### config.mk
export PLATFORM = sky130hd
export DESIGN_NAME = param_sync_fifo
export DESIGN_NICKNAME = d
export VERILOG_FILES = /design/src/rtl/fifo_pkg.sv /design/src/rtl/fifo_regfile.sv /design/src/rtl/param_sync_fifo.sv
export SDC_FILE = /design/constraint.sdc
export NUM_CORES = 1
export LEC_CHECK = 0
export CELL_PAD_IN_SITES_DETAIL_PLACEMENT = 1
export CELL_PAD_IN_SITES_GLOBAL_PLACEMENT = 2
export CORE_AREA = 2 2 127 129
export CTS_CLUSTER_DIAMETER = 100
export DETAILED_ROUTE_END_ITERATION = 16
export DIE_AREA = 0 0 129 131
export PLACE_DENSITY = 0.81
export SYNTH_ARGS = -nofsm -noshare
export SYNTH_HDL_FRONTEND = slang
export SYNTH_SLANG_ARGS = --single-unit
### constraint.sdc
create_clock -name clk -period 3 [get_ports clk]
set_input_delay 0.6 -clock clk [delete_from_list [all_inputs] [get_ports clk]]
set_output_delay 0.6 -clock clk [all_outputs]
set_load 0.02 [all_outputs]
### src/rtl/fifo_pkg.sv
// Shared FIFO definitions: read-mode constants and pointer width helper.
package fifo_pkg;

  localparam int FIFO_STD  = 0;
  localparam int FIFO_FWFT = 1;

  function automatic int ptr_w(input int depth);
    return (depth > 2) ? $clog2(depth) : 1;
  endfunction

endpackage

### src/rtl/fifo_regfile.sv
// FIFO storage: one synchronous write port, one asynchronous read port.
module fifo_regfile
  import fifo_pkg::*;
#(
  parameter int DATA_WIDTH = 8,
  parameter int FIFO_DEPTH = 16
) (
  input  logic                           clk,
  input  logic                           we,
  input  logic [ptr_w(FIFO_DEPTH)-1:0]   waddr,
  input  logic [DATA_WIDTH-1:0]          wdata,
  input  logic [ptr_w(FIFO_DEPTH)-1:0]   raddr,
  output logic [DATA_WIDTH-1:0]          rdata
);

  logic [DATA_WIDTH-1:0] mem [FIFO_DEPTH];

  always_ff @(posedge clk) begin
    if (we) mem[waddr] <= wdata;
  end

  assign rdata = mem[raddr];

endmodule

### src/rtl/param_sync_fifo.sv
// Parameterised synchronous FIFO, standard or first-word-fall-through read.
// Sticky overflow/underflow flags built only with PARAM_SYNC_FIFO_ERR_EN.
module param_sync_fifo
  import fifo_pkg::*;
#(
  parameter int DATA_WIDTH = 8,
  parameter int FIFO_DEPTH = 16,
  parameter int AF_LEVEL   = FIFO_DEPTH - 2,
  parameter int AE_LEVEL   = 2,
  parameter int FWFT       = FIFO_STD
) (
  input  logic                         clk,
  input  logic                         reset_n,
  input  logic                         wr_en,
  input  logic [DATA_WIDTH-1:0]        din,
  input  logic                         rd_en,
  input  logic                         flush,
  input  logic                         clr_err,
  output logic [DATA_WIDTH-1:0]        dout,
  output logic                         dout_valid,
  output logic                         full,
  output logic                         empty,
  output logic                         almost_full,
  output logic                         almost_empty,
  output logic [ptr_w(FIFO_DEPTH):0]   count,
  output logic                         overflow,
  output logic                         underflow
);

  localparam int AW = ptr_w(FIFO_DEPTH);
  localparam int CW = AW + 1;
  localparam logic [CW-1:0] DEPTH_C = CW'(FIFO_DEPTH);

  logic [AW-1:0]         wr_ptr;
  logic [AW-1:0]         rd_ptr;
  logic [CW-1:0]         cnt;
  logic [DATA_WIDTH-1:0] rdata;
  logic                  wr_acc;
  logic                  rd_acc;

  assign full         = (cnt == DEPTH_C);
  assign empty        = (cnt == '0);
  assign almost_full  = (int'(cnt) >= AF_LEVEL);
  assign almost_empty = (int'(cnt) <= AE_LEVEL);
  assign count        = cnt;

  // flush wins over both ports, so nothing is accepted that cycle
  assign wr_acc = wr_en & ~full & ~flush;
  assign rd_acc = rd_en & ~empty & ~flush;

  always_ff @(posedge clk or negedge reset_n) begin
    if (!reset_n) begin
      wr_ptr <= '0;
      rd_ptr <= '0;
      cnt    <= '0;
    end else if (flush) begin
      wr_ptr <= '0;
      rd_ptr <= '0;
      cnt    <= '0;
    end else begin
      if (wr_acc) wr_ptr <= wr_ptr + AW'(1);
      if (rd_acc) rd_ptr <= rd_ptr + AW'(1);
      unique case (1'b1)
        wr_acc & ~rd_acc: cnt <= cnt + CW'(1);
        rd_acc & ~wr_acc: cnt <= cnt - CW'(1);
        default: ;
      endcase
    end
  end

  fifo_regfile #(
    .DATA_WIDTH(DATA_WIDTH),
    .FIFO_DEPTH(FIFO_DEPTH)
  ) u_mem (
    .clk  (clk),
    .we   (wr_acc),
    .waddr(wr_ptr),
    .wdata(din),
    .raddr(rd_ptr),
    .rdata(rdata)
  );

  if (FWFT == FIFO_FWFT) begin : g_fwft
    assign dout       = empty ? '0 : rdata;
    assign dout_valid = ~empty;
  end else begin : g_std
    logic [DATA_WIDTH-1:0] dout_q;
    logic                  dv_q;

    always_ff @(posedge clk or negedge reset_n) begin
      if (!reset_n) begin
        dout_q <= '0;
        dv_q   <= 1'b0;
      end else begin
        dv_q <= rd_acc;
        if (rd_acc) dout_q <= rdata;
      end
    end

    assign dout       = dout_q;
    assign dout_valid = dv_q;
  end

`ifdef PARAM_SYNC_FIFO_ERR_EN
  logic ovf_q;
  logic unf_q;

  always_ff @(posedge clk or negedge reset_n) begin
    if (!reset_n) begin
      ovf_q <= 1'b0;
      unf_q <= 1'b0;
    end else if (clr_err) begin
      ovf_q <= 1'b0;
      unf_q <= 1'b0;
    end else begin
      if (wr_en & full)  ovf_q <= 1'b1;
      if (rd_en & empty) unf_q <= 1'b1;
    end
  end

  assign overflow  = ovf_q;
  assign underflow = unf_q;
`else
  logic unused_clr;
  assign unused_clr = clr_err;
  assign overflow   = 1'b0;
  assign underflow  = 1'b0;
`endif

endmodule

==> flow_summary_export.csv <==
group,metric,value,unit
grt,grt_pass1_vias,3519,
floorplan,rows,46,
drt,drc,0,
logic_synthesis,avgSynthCellArea,18.4,um2
logic_synthesis,yosysWarnings,0,
clocking,cts_root_buffer,"clkbuf_16",
min_path,min_path_type,"in -> async",
logic_synthesis,netlist_top_cells_area,"edfxtp_1 (62%), mux4_2 (12%), dfrtp_1 (8.8%)",
clocking,cts_tree,"yes",
clocking,clk_latency,0.43,ns
drt,drtIter0Drc,171,
logic_synthesis,synthCells,339,
clocking,cts_sinks,150,
grt,grt_max_degree,35,
cells_and_area,fin_cells,628,
timing,fin_ws,0.130,ns
logic_synthesis,ys_ff_latch,150,
floorplan,ioPinCount,34,
logic_synthesis,synth.top_cells.by_count,"edfxtp_1 (128), mux4_2 (32), dfrtp_1 (22), nor2_1 (21), mux2i_1 (18)",
drt,viasPerCell,5.21,
grt,antenna_found_initial,0,
pwr,leakage,2.58,nW
drt,ant_nets,0,
pwr,cellPowerDensity,829,nW/um2
clocking,holdBufCountCts,0,
placement,pre_cts_ws,-0.105,ns
grt,grt_pass1_wl,20900,um
floorplan,initial_core_util,40.0,%
critical_path,required,2.40,ns
logic_synthesis,yosysMostFrequentCell,"edfxtp_1",
clocking,htreeDepth,4,
logic_synthesis,syn_area,6240,um2
timing,rsz0062_at_grt,"false",
placement,dp.cells,596,
timing,slew_headroom,56.5,%
cells_and_area,syn2layout_area_growth,22.3,%
clocking,cts_buffers,17,
drt,wl_per_cell,21.6,um
pwr,vdd_drop_max,492,uV
drt,dr.pass1.iters,4,
drt,wl,13600,um
timing,clock_skew,0.0163,ns
logic_synthesis,synth-edff-count,128,
floorplan,dieArea,16900,um2
cells_and_area,antenna_cells,0,
critical_path,critPathKind,"reg -> out",
logic_synthesis,synth_cell_types,45,
grt,track_usage,17.5,%
logic_synthesis,ys.flop_type,"edfxtp_1",
placement,hpwl,8770,um
critical_path,worstSetupEndpointType,"output port",
floorplan,die_x,129,um
floorplan,die_h,131,um
timing,final-hold-violation-count,0,
cells_and_area,finish.utilization,49.0,%
critical_path,critPathLaunchType,"register",
clocking,clock_path_buffers,2,
critical_path,crit_arrival,2.27,ns
cells_and_area,layout.nets,422,
clocking,clk_pin_slew,0.06,ns
timing,period_share,95.7,%
clocking,postCtsSetupRepairBufs,0,
critical_path,crit_start,"count[1]$_DFFE_PN0P_",
timing,post-route-min-period,2.87,ns
cells_and_area,layout-drive-gt1-share,28.9,%
logic_synthesis,yosysTopAreaCell,"edfxtp_1",
critical_path,path_max_fanout,6,
drt,vias,3273,
logic_synthesis,yosysTopAreaCellShare,61.6,%
timing,setup_viol,0,
grt,grt_overflow_total,0,
floorplan,core,15600,um2
logic_synthesis,synthArstFlopShare,14.7,%
job,drv_cap,0,
placement,gp_congestion,0.791,
timing,worst_slew_pin_slew,0.653,ns
logic_synthesis,seq_area_frac_synth,70.4,%
timing,slew_violations,0,
critical_path,r2r_start,"count[1]$_DFFE_PN0P_",
placement,io_buffers,30,
timing,fmax,0.348,GHz
outcome,status,"finished clean",
## critical path, cell delays in order, from the launching register on
cell and delay [ns]:
dfrtp_2 0.40, or4_4 0.57, buf_4 0.18, nor2_1 0.09
clkdlybuf4s50_1 0.61
## report_power, final
part           total (W)  leakage, nW  internal, W  switching (W)
sequential       0.00254         1.44      0.00239       0.000150
combinational    0.00145        0.841     0.000715       0.000740
clock            0.00234        0.302      0.00148       0.000859
## through the flow
| step | cell area [um2] | TNS [ns] | hold slack, ns | power [W] |
|---|---|---|---|---|
| 4_1_cts | 7630 | 0 | 0.520 | 0.00639 |
| 5_1_grt | 7640 | 0 | 0.537 | 0.00657 |
| 6_report | 7640 | 0 | 0.519 | 0.00633 |
| 3_5_place_dp | 6980 | -0.105 | 0.492 | 0.00404 |
| 3_3_place_gp | 6980 | 0 | 0.491 | 0.00399 |
| 2_1_floorplan | 6250 | 0 | 0.304 | 0.00345 |
## cells by family (layout without fill, tap and decap cells)
kind of cell	after synthesis	after routing	share of synthesized area, %
buf+inv	30	102	2.38
compound gates	24	24	3.91
other cells	1	2	0.0601
simple gates	65	65	5.35
fa+ha+maj	9	9	1.92
flops	150	150	70.4
xor+xnor	6	6	0.842
mux	54	54	15.2
## what timing repair did
item | in CTS | in global routing
setup endpoints to repair | 1 | 4
resized for setup | 1 | 1
cloned | 0 | 0
## layer usage
| layer | vias to the layer above | wire length (um) | share of wire (%) | GRT usage (%) |
|---|---|---|---|---|
| li1 | 1454 | - | - | - |
| met4 | 0 | 185 | 1.4 | 7.48 |
| met2 | 69 | 7130 | 53 | 29.8 |
| met3 | 18 | 379 | 2.8 | 3.83 |
| met1 | 1732 | 5880 | 43 | 21.8 |
| met5 | - | 0 | 0 | 0 |
## worst paths after layout
kind                            cells past startpoint  slack [ns]                     to
worst max-delay path                                4        0.13                  empty
min in group clk                                    2        0.52    dout[5]$_DFFE_PN0P_
max in group asynchronous                           2        2.22  rd_ptr[1]$_DFFE_PN0P_
worst max register to register                     12        0.16   count[4]$_DFFE_PN0P_
worst min-delay path                                2        0.52   count[4]$_DFFE_PN0P_
worst min register to register                      2        0.52    dout[5]$_DFFE_PN0P_
## cell type report
class | instances | area [um2]
sequential | 150 | 4400
clock buffer | 17 | 425
inverter | 10 | 42.5
clock inverter | 15 | 228
multi-input combinational | 160 | 1740
tap | 216 | 270
timing repair buffer | 60 | 538
fill | 1469 | 7960
## sequential cells by signal (all words and copies together), names as in the netlist
| register | count |
|---|---|
| wr_ptr | 4 |
| dout_valid | 1 |
| count | 5 |
| dout | 8 |
| rd_ptr | 4 |
| u_mem.mem | 128 |
## cell usage in the layout, fill, tap and decap left out, drive strengths merged, types with 2 or more instances in the layout
master / synthesis / final
edfxtp: 128 / 128
mux4: 32 / 32
clkdlybuf4s50: 0 / 30
buf: 13 / 30
dfrtp: 22 / 22
nor2: 21 / 21
mux2i: 18 / 18
clkbuf: 7 / 17
nand2: 13 / 13
inv: 10 / 12
o221ai: 8 / 8
ha: 8 / 8
nand3: 6 / 6
nor3: 6 / 6
clkinvlp: 0 / 5
bufinv: 0 / 5
o21ai: 5 / 5
and3: 4 / 4
mux2: 4 / 4
nor2b: 3 / 3
xor2: 3 / 3
a21oi: 3 / 3
xnor2: 3 / 3
nor4: 3 / 3
clkinv: 0 / 3
or3: 2 / 2
conb: 1 / 2
No activity file was read; power rests on OpenSTA's default activity.
